--- src/rtl/mem_2k_burst_reader_pkg.sv ---
// Shared types and constants for the frame-RAM burst reader: state encoding,
// the per-read tag that travels alongside the RAM latency, and the default widths.
package mem_rd_pkg;

  localparam int ADDR_W = 11;
  localparam int DATA_W = 64;

  typedef enum logic [1:0] {
    IDLE,
    ISSUE,
    DRAIN
  } rd_state_t;

  typedef struct packed {
    logic valid;
    logic last;
  } rd_tag_t;

endpackage

--- src/rtl/mem_2k_burst_reader_if.sv ---
// Command, RAM read port and output stream of the burst reader, bundled together.
// slave is the reader's view, master is the view of whatever drives it.
interface mem_2k_burst_reader_if #(
  parameter int ADDR_W = mem_rd_pkg::ADDR_W,
  parameter int DATA_W = mem_rd_pkg::DATA_W
);

  logic              cmd_valid;
  logic              cmd_ready;
  logic [ADDR_W-1:0] cmd_addr;
  logic [ADDR_W:0]   cmd_len;
  logic [ADDR_W-1:0] rdaddress;
  logic [DATA_W-1:0] mem_q;
  logic              out_valid;
  logic              out_ready;
  logic [DATA_W-1:0] out_data;
  logic              out_last;
  logic              busy;
  logic              done;

  modport slave (
    input  cmd_valid, cmd_addr, cmd_len, mem_q, out_ready,
    output cmd_ready, rdaddress, out_valid, out_data, out_last, busy, done
  );

  modport master (
    output cmd_valid, cmd_addr, cmd_len, mem_q, out_ready,
    input  cmd_ready, rdaddress, out_valid, out_data, out_last, busy, done
  );

endinterface

--- src/rtl/mem_rd_skid_fifo.sv ---
// First-word-fall-through skid FIFO with a write-to-read bypass, so a word
// written into an empty FIFO is visible (and poppable) in the same cycle.
module mem_rd_skid_fifo #(
  parameter int WIDTH = 65,
  parameter int DEPTH = 4,
  localparam int PTR_W = $clog2(DEPTH),
  localparam int CNT_W = PTR_W + 1
) (
  input  logic             clk,
  input  logic             rst_n,
  input  logic             wr_en,
  input  logic [WIDTH-1:0] wr_data,
  input  logic             rd_en,
  output logic             rd_valid,
  output logic [WIDTH-1:0] rd_data,
  output logic [CNT_W-1:0] count
);

  logic [WIDTH-1:0] data_q [DEPTH];
  logic [PTR_W-1:0] wr_ptr_q, wr_ptr_d;
  logic [PTR_W-1:0] rd_ptr_q, rd_ptr_d;
  logic [CNT_W-1:0] count_q, count_d;
  logic             empty;
  logic             store;
  logic             dequeue;

  // NOTE: every signal driven here gets a default before any branch, so no latch is inferred.
  always_comb begin
    empty    = (count_q == '0);
    rd_valid = !empty || wr_en;
    rd_data  = '0;
    if (!empty) begin
      rd_data = data_q[rd_ptr_q];
    end else if (wr_en) begin
      rd_data = wr_data;
    end
    // A write into an empty FIFO that is popped the same cycle passes straight through.
    dequeue  = rd_en && !empty;
    store    = wr_en && !(empty && rd_en);
    wr_ptr_d = wr_ptr_q + PTR_W'(store);
    rd_ptr_d = rd_ptr_q + PTR_W'(dequeue);
    count_d  = count_q + CNT_W'(store) - CNT_W'(dequeue);
  end

  // NOTE: sequential state uses non-blocking assignments so all flops update together.
  always_ff @(posedge clk or negedge rst_n) begin
    if (!rst_n) begin
      wr_ptr_q <= '0;
      rd_ptr_q <= '0;
      count_q  <= '0;
    end else begin
      wr_ptr_q <= wr_ptr_d;
      rd_ptr_q <= rd_ptr_d;
      count_q  <= count_d;
    end
  end

  // NOTE: storage is deliberately not reset; it is never read while count_q says it is empty.
  always_ff @(posedge clk) begin
    if (store) begin
      data_q[wr_ptr_q] <= wr_data;
    end
  end

  assign count = count_q;

  a_no_overflow: assert property (@(posedge clk) disable iff (!rst_n)
    !(store && !dequeue && (count_q == CNT_W'(DEPTH))));

endmodule

--- src/rtl/mem_2k_burst_reader.sv ---
// Read-side burst sequencer for the 2048 x 64 frame RAM: issues one address per
// cycle under credit control, tracks the RAM latency with tags, streams words out.
module mem_2k_burst_reader #(
  parameter int ADDR_W     = mem_rd_pkg::ADDR_W,
  parameter int DATA_W     = mem_rd_pkg::DATA_W,
  parameter int RD_LATENCY = 2,
  parameter int FIFO_DEPTH = 4
) (
  input  logic                  clock,
  input  logic                  reset_n,
  mem_2k_burst_reader_if.slave  bus
);

  import mem_rd_pkg::*;

  localparam int FCNT_W = $clog2(FIFO_DEPTH) + 1;
  localparam int CRED_W = $clog2(FIFO_DEPTH + RD_LATENCY + 2);

  if (FIFO_DEPTH < RD_LATENCY + 1 || (FIFO_DEPTH & (FIFO_DEPTH - 1)) != 0) begin : g_bad_cfg
    $error("FIFO_DEPTH must be a power of 2 and at least RD_LATENCY+1");
  end

  rd_state_t                  state_q, state_d;
  logic [ADDR_W-1:0]          addr_q, addr_d;
  logic [ADDR_W:0]            remain_q, remain_d;
  logic [ADDR_W-1:0]          rdaddress_q, rdaddress_d;
  rd_tag_t                    iss_tag_q, iss_tag_d;
  rd_tag_t [RD_LATENCY:1]     pipe_q, pipe_d;
  logic                       busy_q, busy_d;
  logic                       done_q, done_d;

  logic                       fifo_rvalid;
  logic [DATA_W:0]            fifo_rdata;
  logic [FCNT_W-1:0]          fifo_count;
  logic [CRED_W-1:0]          credit_used;
  logic                       issue_ok;
  logic                       pop;

  mem_rd_skid_fifo #(
    .WIDTH (DATA_W + 1),
    .DEPTH (FIFO_DEPTH)
  ) u_fifo (
    .clk      (clock),
    .rst_n    (reset_n),
    .wr_en    (pipe_q[RD_LATENCY].valid),
    .wr_data  ({pipe_q[RD_LATENCY].last, bus.mem_q}),
    .rd_en    (bus.out_ready),
    .rd_valid (fifo_rvalid),
    .rd_data  (fifo_rdata),
    .count    (fifo_count)
  );

  assign pop = fifo_rvalid && bus.out_ready;

  // iss_tag_q lines up with rdaddress; pipe_q[RD_LATENCY] lines up with mem_q.
  always_comb begin
    credit_used = CRED_W'(fifo_count) + CRED_W'(iss_tag_q.valid);
    pipe_d[1]   = iss_tag_q;
    for (int k = 1; k <= RD_LATENCY; k++) begin
      credit_used = credit_used + CRED_W'(pipe_q[k].valid);
      if (k >= 2) begin
        pipe_d[k] = pipe_q[k-1];
      end
    end
    issue_ok = (credit_used < CRED_W'(FIFO_DEPTH));
  end

  always_comb begin
    state_d     = state_q;
    addr_d      = addr_q;
    remain_d    = remain_q;
    rdaddress_d = rdaddress_q;
    iss_tag_d   = '0;
    busy_d      = busy_q;
    done_d      = 1'b0;
    unique case (state_q)
      IDLE: begin
        if (bus.cmd_valid) begin
          if (bus.cmd_len != '0) begin
            addr_d   = bus.cmd_addr;
            remain_d = bus.cmd_len;
            busy_d   = 1'b1;
            state_d  = ISSUE;
          end else begin
            done_d = 1'b1;
          end
        end
      end
      ISSUE: begin
        if (issue_ok) begin
          rdaddress_d     = addr_q;
          addr_d          = addr_q + ADDR_W'(1);
          remain_d        = remain_q - (ADDR_W + 1)'(1);
          iss_tag_d.valid = 1'b1;
          iss_tag_d.last  = (remain_q == (ADDR_W + 1)'(1));
          if (remain_q == (ADDR_W + 1)'(1)) begin
            state_d = DRAIN;
          end
        end
      end
      DRAIN: begin
        // The last-tagged word is always the final one out, so its pop empties everything.
        if (pop && fifo_rdata[DATA_W]) begin
          busy_d  = 1'b0;
          done_d  = 1'b1;
          state_d = IDLE;
        end
      end
      default: state_d = IDLE;
    endcase
  end

  always_ff @(posedge clock or negedge reset_n) begin
    if (!reset_n) begin
      state_q     <= IDLE;
      addr_q      <= '0;
      remain_q    <= '0;
      rdaddress_q <= '0;
      iss_tag_q   <= '0;
      pipe_q      <= '0;
      busy_q      <= 1'b0;
      done_q      <= 1'b0;
    end else begin
      state_q     <= state_d;
      addr_q      <= addr_d;
      remain_q    <= remain_d;
      rdaddress_q <= rdaddress_d;
      iss_tag_q   <= iss_tag_d;
      pipe_q      <= pipe_d;
      busy_q      <= busy_d;
      done_q      <= done_d;
    end
  end

  assign bus.cmd_ready = (state_q == IDLE);
  assign bus.rdaddress = rdaddress_q;
  assign bus.out_valid = fifo_rvalid;
  assign bus.out_data  = fifo_rdata[DATA_W-1:0];
  assign bus.out_last  = fifo_rvalid && fifo_rdata[DATA_W];
  assign bus.busy      = busy_q;
  assign bus.done      = done_q;

endmodule

--- src/flat_wrapper.sv ---
// flat-port wrapper written by rule: the top's interface ports become plain ports
module mem_2k_burst_reader_flat import mem_rd_pkg::*;
#(
  parameter int ADDR_W     = mem_rd_pkg::ADDR_W,
  parameter int DATA_W     = mem_rd_pkg::DATA_W,
  parameter int RD_LATENCY = 2,
  parameter int FIFO_DEPTH = 4
)
  (clock, reset_n, bus_cmd_valid, bus_cmd_addr, bus_cmd_len, bus_mem_q, bus_out_ready, bus_cmd_ready, bus_rdaddress, bus_out_valid, bus_out_data, bus_out_last, bus_busy, bus_done);
  mem_2k_burst_reader_if #(.ADDR_W(ADDR_W), .DATA_W(DATA_W)) bus_i ();
  input  logic clock;
  input  logic reset_n;
  input wire logic [$bits(bus_i.cmd_valid)-1:0] bus_cmd_valid;
  input wire logic [$bits(bus_i.cmd_addr)-1:0] bus_cmd_addr;
  input wire logic [$bits(bus_i.cmd_len)-1:0] bus_cmd_len;
  input wire logic [$bits(bus_i.mem_q)-1:0] bus_mem_q;
  input wire logic [$bits(bus_i.out_ready)-1:0] bus_out_ready;
  output wire logic [$bits(bus_i.cmd_ready)-1:0] bus_cmd_ready;
  output wire logic [$bits(bus_i.rdaddress)-1:0] bus_rdaddress;
  output wire logic [$bits(bus_i.out_valid)-1:0] bus_out_valid;
  output wire logic [$bits(bus_i.out_data)-1:0] bus_out_data;
  output wire logic [$bits(bus_i.out_last)-1:0] bus_out_last;
  output wire logic [$bits(bus_i.busy)-1:0] bus_busy;
  output wire logic [$bits(bus_i.done)-1:0] bus_done;
  assign bus_i.cmd_valid = bus_cmd_valid;
  assign bus_i.cmd_addr = bus_cmd_addr;
  assign bus_i.cmd_len = bus_cmd_len;
  assign bus_i.mem_q = bus_mem_q;
  assign bus_i.out_ready = bus_out_ready;
  assign bus_cmd_ready = bus_i.cmd_ready;
  assign bus_rdaddress = bus_i.rdaddress;
  assign bus_out_valid = bus_i.out_valid;
  assign bus_out_data = bus_i.out_data;
  assign bus_out_last = bus_i.out_last;
  assign bus_busy = bus_i.busy;
  assign bus_done = bus_i.done;
  mem_2k_burst_reader #(.ADDR_W(ADDR_W), .DATA_W(DATA_W), .RD_LATENCY(RD_LATENCY), .FIFO_DEPTH(FIFO_DEPTH)) u_core (.clock(clock), .reset_n(reset_n), .bus(bus_i));
endmodule
--- config.mk ---
export PLATFORM = sky130hd
export DESIGN_NAME = mem_2k_burst_reader_flat
export DESIGN_NICKNAME = d
export VERILOG_FILES = /design/src/rtl/mem_2k_burst_reader_pkg.sv /design/src/rtl/mem_2k_burst_reader_if.sv /design/src/rtl/mem_rd_skid_fifo.sv /design/src/rtl/mem_2k_burst_reader.sv /design/src/flat_wrapper.sv
export SDC_FILE = /design/constraint.sdc
export NUM_CORES = 1
export LEC_CHECK = 0
export BUFFER_PORTS_ARGS = -buffer_cell sky130_fd_sc_hd__buf_2
export CELL_PAD_IN_SITES_DETAIL_PLACEMENT = 0
export CELL_PAD_IN_SITES_GLOBAL_PLACEMENT = 2
export CORE_MARGIN = 5
export CORE_UTILIZATION = 38
export CTS_BUF_LIST = sky130_fd_sc_hd__clkbuf_2 sky130_fd_sc_hd__clkbuf_4 sky130_fd_sc_hd__clkbuf_8
export DETAILED_ROUTE_END_ITERATION = 16
export PLACE_DENSITY = 0.77
export SLEW_MARGIN = 0
export SYNTH_ARGS = -nofsm -noshare
export SYNTH_HDL_FRONTEND = slang
export SYNTH_SLANG_ARGS = --single-unit
--- constraint.sdc ---
create_clock -name clock -period 7.5 [get_ports clock]
set_clock_uncertainty 0.2 [all_clocks]
set_input_delay 0.75 -clock clock [delete_from_list [all_inputs] [get_ports clock]]
set_output_delay 0.75 -clock clock [all_outputs]
set_load 0.01 [all_outputs]
==> impl_metrics.csv <==
group,metric,value,unit
drt,dr_total_vias,7868,
cts,clkTransAtPathRegs,60,ps
placed_design,place.gp.congestion,0.768,
synthesis,yosysMostFrequentCell,"edfxtp_1",
cts,cts_root_buf,"clkbuf_8",
grt,use_met1,20.5,%
grt,grt_max_degree,69,
pwr,power,6730,uW
synthesis,yosys-top-cells-area,"edfxtp_1 (60%), mux4_2 (11%), dfrtp_1 (9.7%)",
synthesis,syn_avg_cell_area,15.7,sq um
synthesis,synth_edf_count,260,
placed_design,dp_hpwl,18500,um
worst_setup_path,endpoint_kind,"output port",
timing,finalHoldViolCount,0,
grt,antenna_found_initial,1,
worst_setup_path,timing.rr.end,"u_core.u_fifo.data_q[2][48]$_DFFE_PP_",
final_layout,syn2layout_area_growth,17.1,%
grt,grt-ovfl-total,0,
pwr,p_int,4260,uW
synthesis,synth_area_leader_cell,"edfxtp_1",
grt,use_met3,3.49,%
synthesis,synthArstFlopShare,16.4,%
worst_setup_path,critPathLaunchType,"register",
pwr,comb_power_share,39.5,%
cts,cts_setup_buffers,0,
pwr,p_sw,2470,uW
die,initial_core_util,38.2,%
cts,clock_sinks,311,
final_layout,drive_above_1_share,34.1,%
timing,worstMarginPinSlew,1100,ps
worst_setup_path,crit_required,6550,ps
synthesis,synth_ff_type,"edfxtp_1",
timing,max_freq,0.250,GHz
hold_path,min_path_type,"input port to asynchronous set/reset pin",
synthesis,synth_area,13100,sq um
synthesis,yosysTopAreaCellShare,59.6,%
cts,cts_hold_buffers,0,
worst_setup_path,timing.rr.start,"u_core.pipe_q[3]$_DFF_PN0_",
die,die_y,196,um
cts,cts_resized,0,
pwr,p_seq_share,40.2,%
grt,gr-usage-met2,27.2,%
grt,grt_pass1_vias,8263,
drt,routed_wl,30500,um
worst_setup_path,crit_fanout,48,
pwr,switching_share,36.8,%
timing,slew_headroom,25.1,%
pwr,leakage,0.00575,uW
grt,grt_pass1_wl,48000,um
synthesis,netlist_instances,836,
timing,maxSlewViolCount,0,
die,core,34300,sq um
pwr,powerDensity,439,nW/um^2
cts,insertion_delay,560,ps
placed_design,port_buffers,170,
cts,htree_levels,2,
timing,setup_violations,0,
worst_setup_path,ff2ff_setup_slack,3870,ps
timing,period_share,53.4,%
grt,track_usage,15.8,%
drt,drtPass1Iterations,5,
timing,grt_setup_unrepaired,"no",
job,cap_violations,0,
drt,wl_per_cell,20.3,um
pwr,clkPwrFrac,20.3,%
synthesis,syn-num-nets,937,
synthesis,synth_warnings,0,
worst_setup_path,worstRegToRegCells,5,
cts,cts_made_buffers,49,
drt,drt-initial-drc-count,378,
die,rows,68,
worst_setup_path,arrival,3050,ps
synthesis,synth-seq-cells,311,
synthesis,synth_seq_area_share,69.4,%
drt,antenna_left,0,
synthesis,synth_cell_types,56,
die,die_w,196,um
drt,avgViaCountPerCell,5.23,
final_layout,nNetsFinal,1115,
die,dieArea,38300,sq um
synthesis,yosys-top-cells-count,"edfxtp_1 (260), nand2_1 (153), nand3_1 (71)",
cts,cts_tree,"built",
timing,period_minus_slack,4000,ps
drt,drc,0,
worst_setup_path,critPathKind,"register to output port",
pwr,vdd_drop_max,0.184,mV
cts,clockBufferDepth,3,
status,status,"finished, final reports clean",
grt,top_usage_layer,"met2",
timing,fin_tns_setup,0,ps
die,pin_count,171,
-- sequential cells by signal, summed over array words and instances, names as in the netlist --
name	cells
u_core.u_fifo.data_q	260
u_core.bus.rdaddress	11
u_core.state_q	2
u_core.u_fifo.wr_ptr_q	2
u_core.pipe_d	2
u_core.u_fifo.rd_ptr_q	2
u_core.addr_q	11
u_core.iss_tag_q	2
u_core.bus.done	1
u_core.bus.busy	1
u_core.remain_q	12
u_core.pipe_q	2
u_core.u_fifo.count	3
-- worst max-delay path, cell delays in order (launching register included) --
cell and delay [ps]:
dfrtp_4 690, buf_4 840, mux4_2 610, nand2_1 110, nand2_1 60, buf_2 140
-- how the worst max path moves through the flow --
| stage | to | start | depth (start not counted) |
|---|---|---|---|
| 2_1_floorplan | u_core.u_fifo.data_q[0][0]$_DFFE_PP_ | bus_out_ready | 3 |
| 3_3_place_gp | u_core.u_fifo.data_q[2][48]$_DFFE_PP_ | u_core.pipe_q[3]$_DFF_PN0_ | 5 |
| 3_5_place_dp | u_core.u_fifo.data_q[2][48]$_DFFE_PP_ | u_core.pipe_q[3]$_DFF_PN0_ | 5 |
| 4_1_cts | bus_out_data[20] | u_core.u_fifo.rd_ptr_q[0]$_DFF_PN0_ | 5 |
| 5_1_grt | bus_out_data[45] | u_core.u_fifo.rd_ptr_q[0]$_DFF_PN0_ | 5 |
| 6_report | bus_out_data[40] | u_core.u_fifo.rd_ptr_q[0]$_DFF_PN0_ | 5 |
-- cell usage in the layout (no fill, tap or decap), drive strengths merged, types with 9 or more instances in the layout --
master,Yosys,layout
buf,28,184
nor2,14,14
a21oi,18,18
nand4,10,10
inv,8,10
clkinv,0,15
nand2,153,153
mux2,12,12
edfxtp,260,260
nand3,71,71
mux4,65,65
o21ai,13,13
a41oi,9,9
clkbuf,29,67
dfrtp,51,51
-- power groups by stage --
stage	Clock (uW)	Sequential, uW	Combinational (uW)
floorplan	0	2640	1890
finish	1370	2710	2660
detailed placement	0	2750	2720
global route	1490	2760	2950
CTS	1410	2710	2730
global placement	0	2720	2710
-- routing by layer --
| layer | vias to the layer above | routed length, um |
|---|---|---|
| met3 | 52 | 2010 |
| met1 | 3972 | 12700 |
| met5 | - | 0 |
| met2 | 232 | 15300 |
| met4 | 0 | 507 |
| li1 | 3612 | - |
-- per-stage QoR --
| stage | hold slack (ps) | worst slack (ps) | area [sq um] | utilization [%] | instances |
|---|---|---|---|---|---|
| after floorplan | 131 | 1110 | 13100 | - | 836 |
| after global placement | 137 | 3860 | 14400 | 42.0 | 1418 |
| after detailed placement | 135 | 3790 | 14400 | 42.0 | 1418 |
| after CTS | 104 | 3330 | 15300 | 44.7 | 1503 |
| after global routing | 145 | 3170 | 15300 | 44.7 | 1503 |
| final | 115 | 3500 | 15300 | 44.7 | 1504 |
-- cells by family after synthesis --
logic type	Yosys count	synth area share, %
AO/OA/AOI/OAI	80	4.58
XOR/XNOR	5	0.335
adder cells (fa/ha/maj)	10	1.07
buffers and inverters	65	2.19
flip-flops	311	69.4
multiplexers	79	12.4
AND/OR/NAND/NOR	286	10.1
-- area by class of cell --
type                    count  area (sq um)
clock inverters            18           123
repair buffers            184           956
clock buffers              67           810
inverters                   8          30.0
diodes                      1          2.50
multi-input cells         460          3750
fillers                  3095         19000
well taps                 455           569
flip-flops and latches    311          9090
Power figures use the tool's default switching activity.
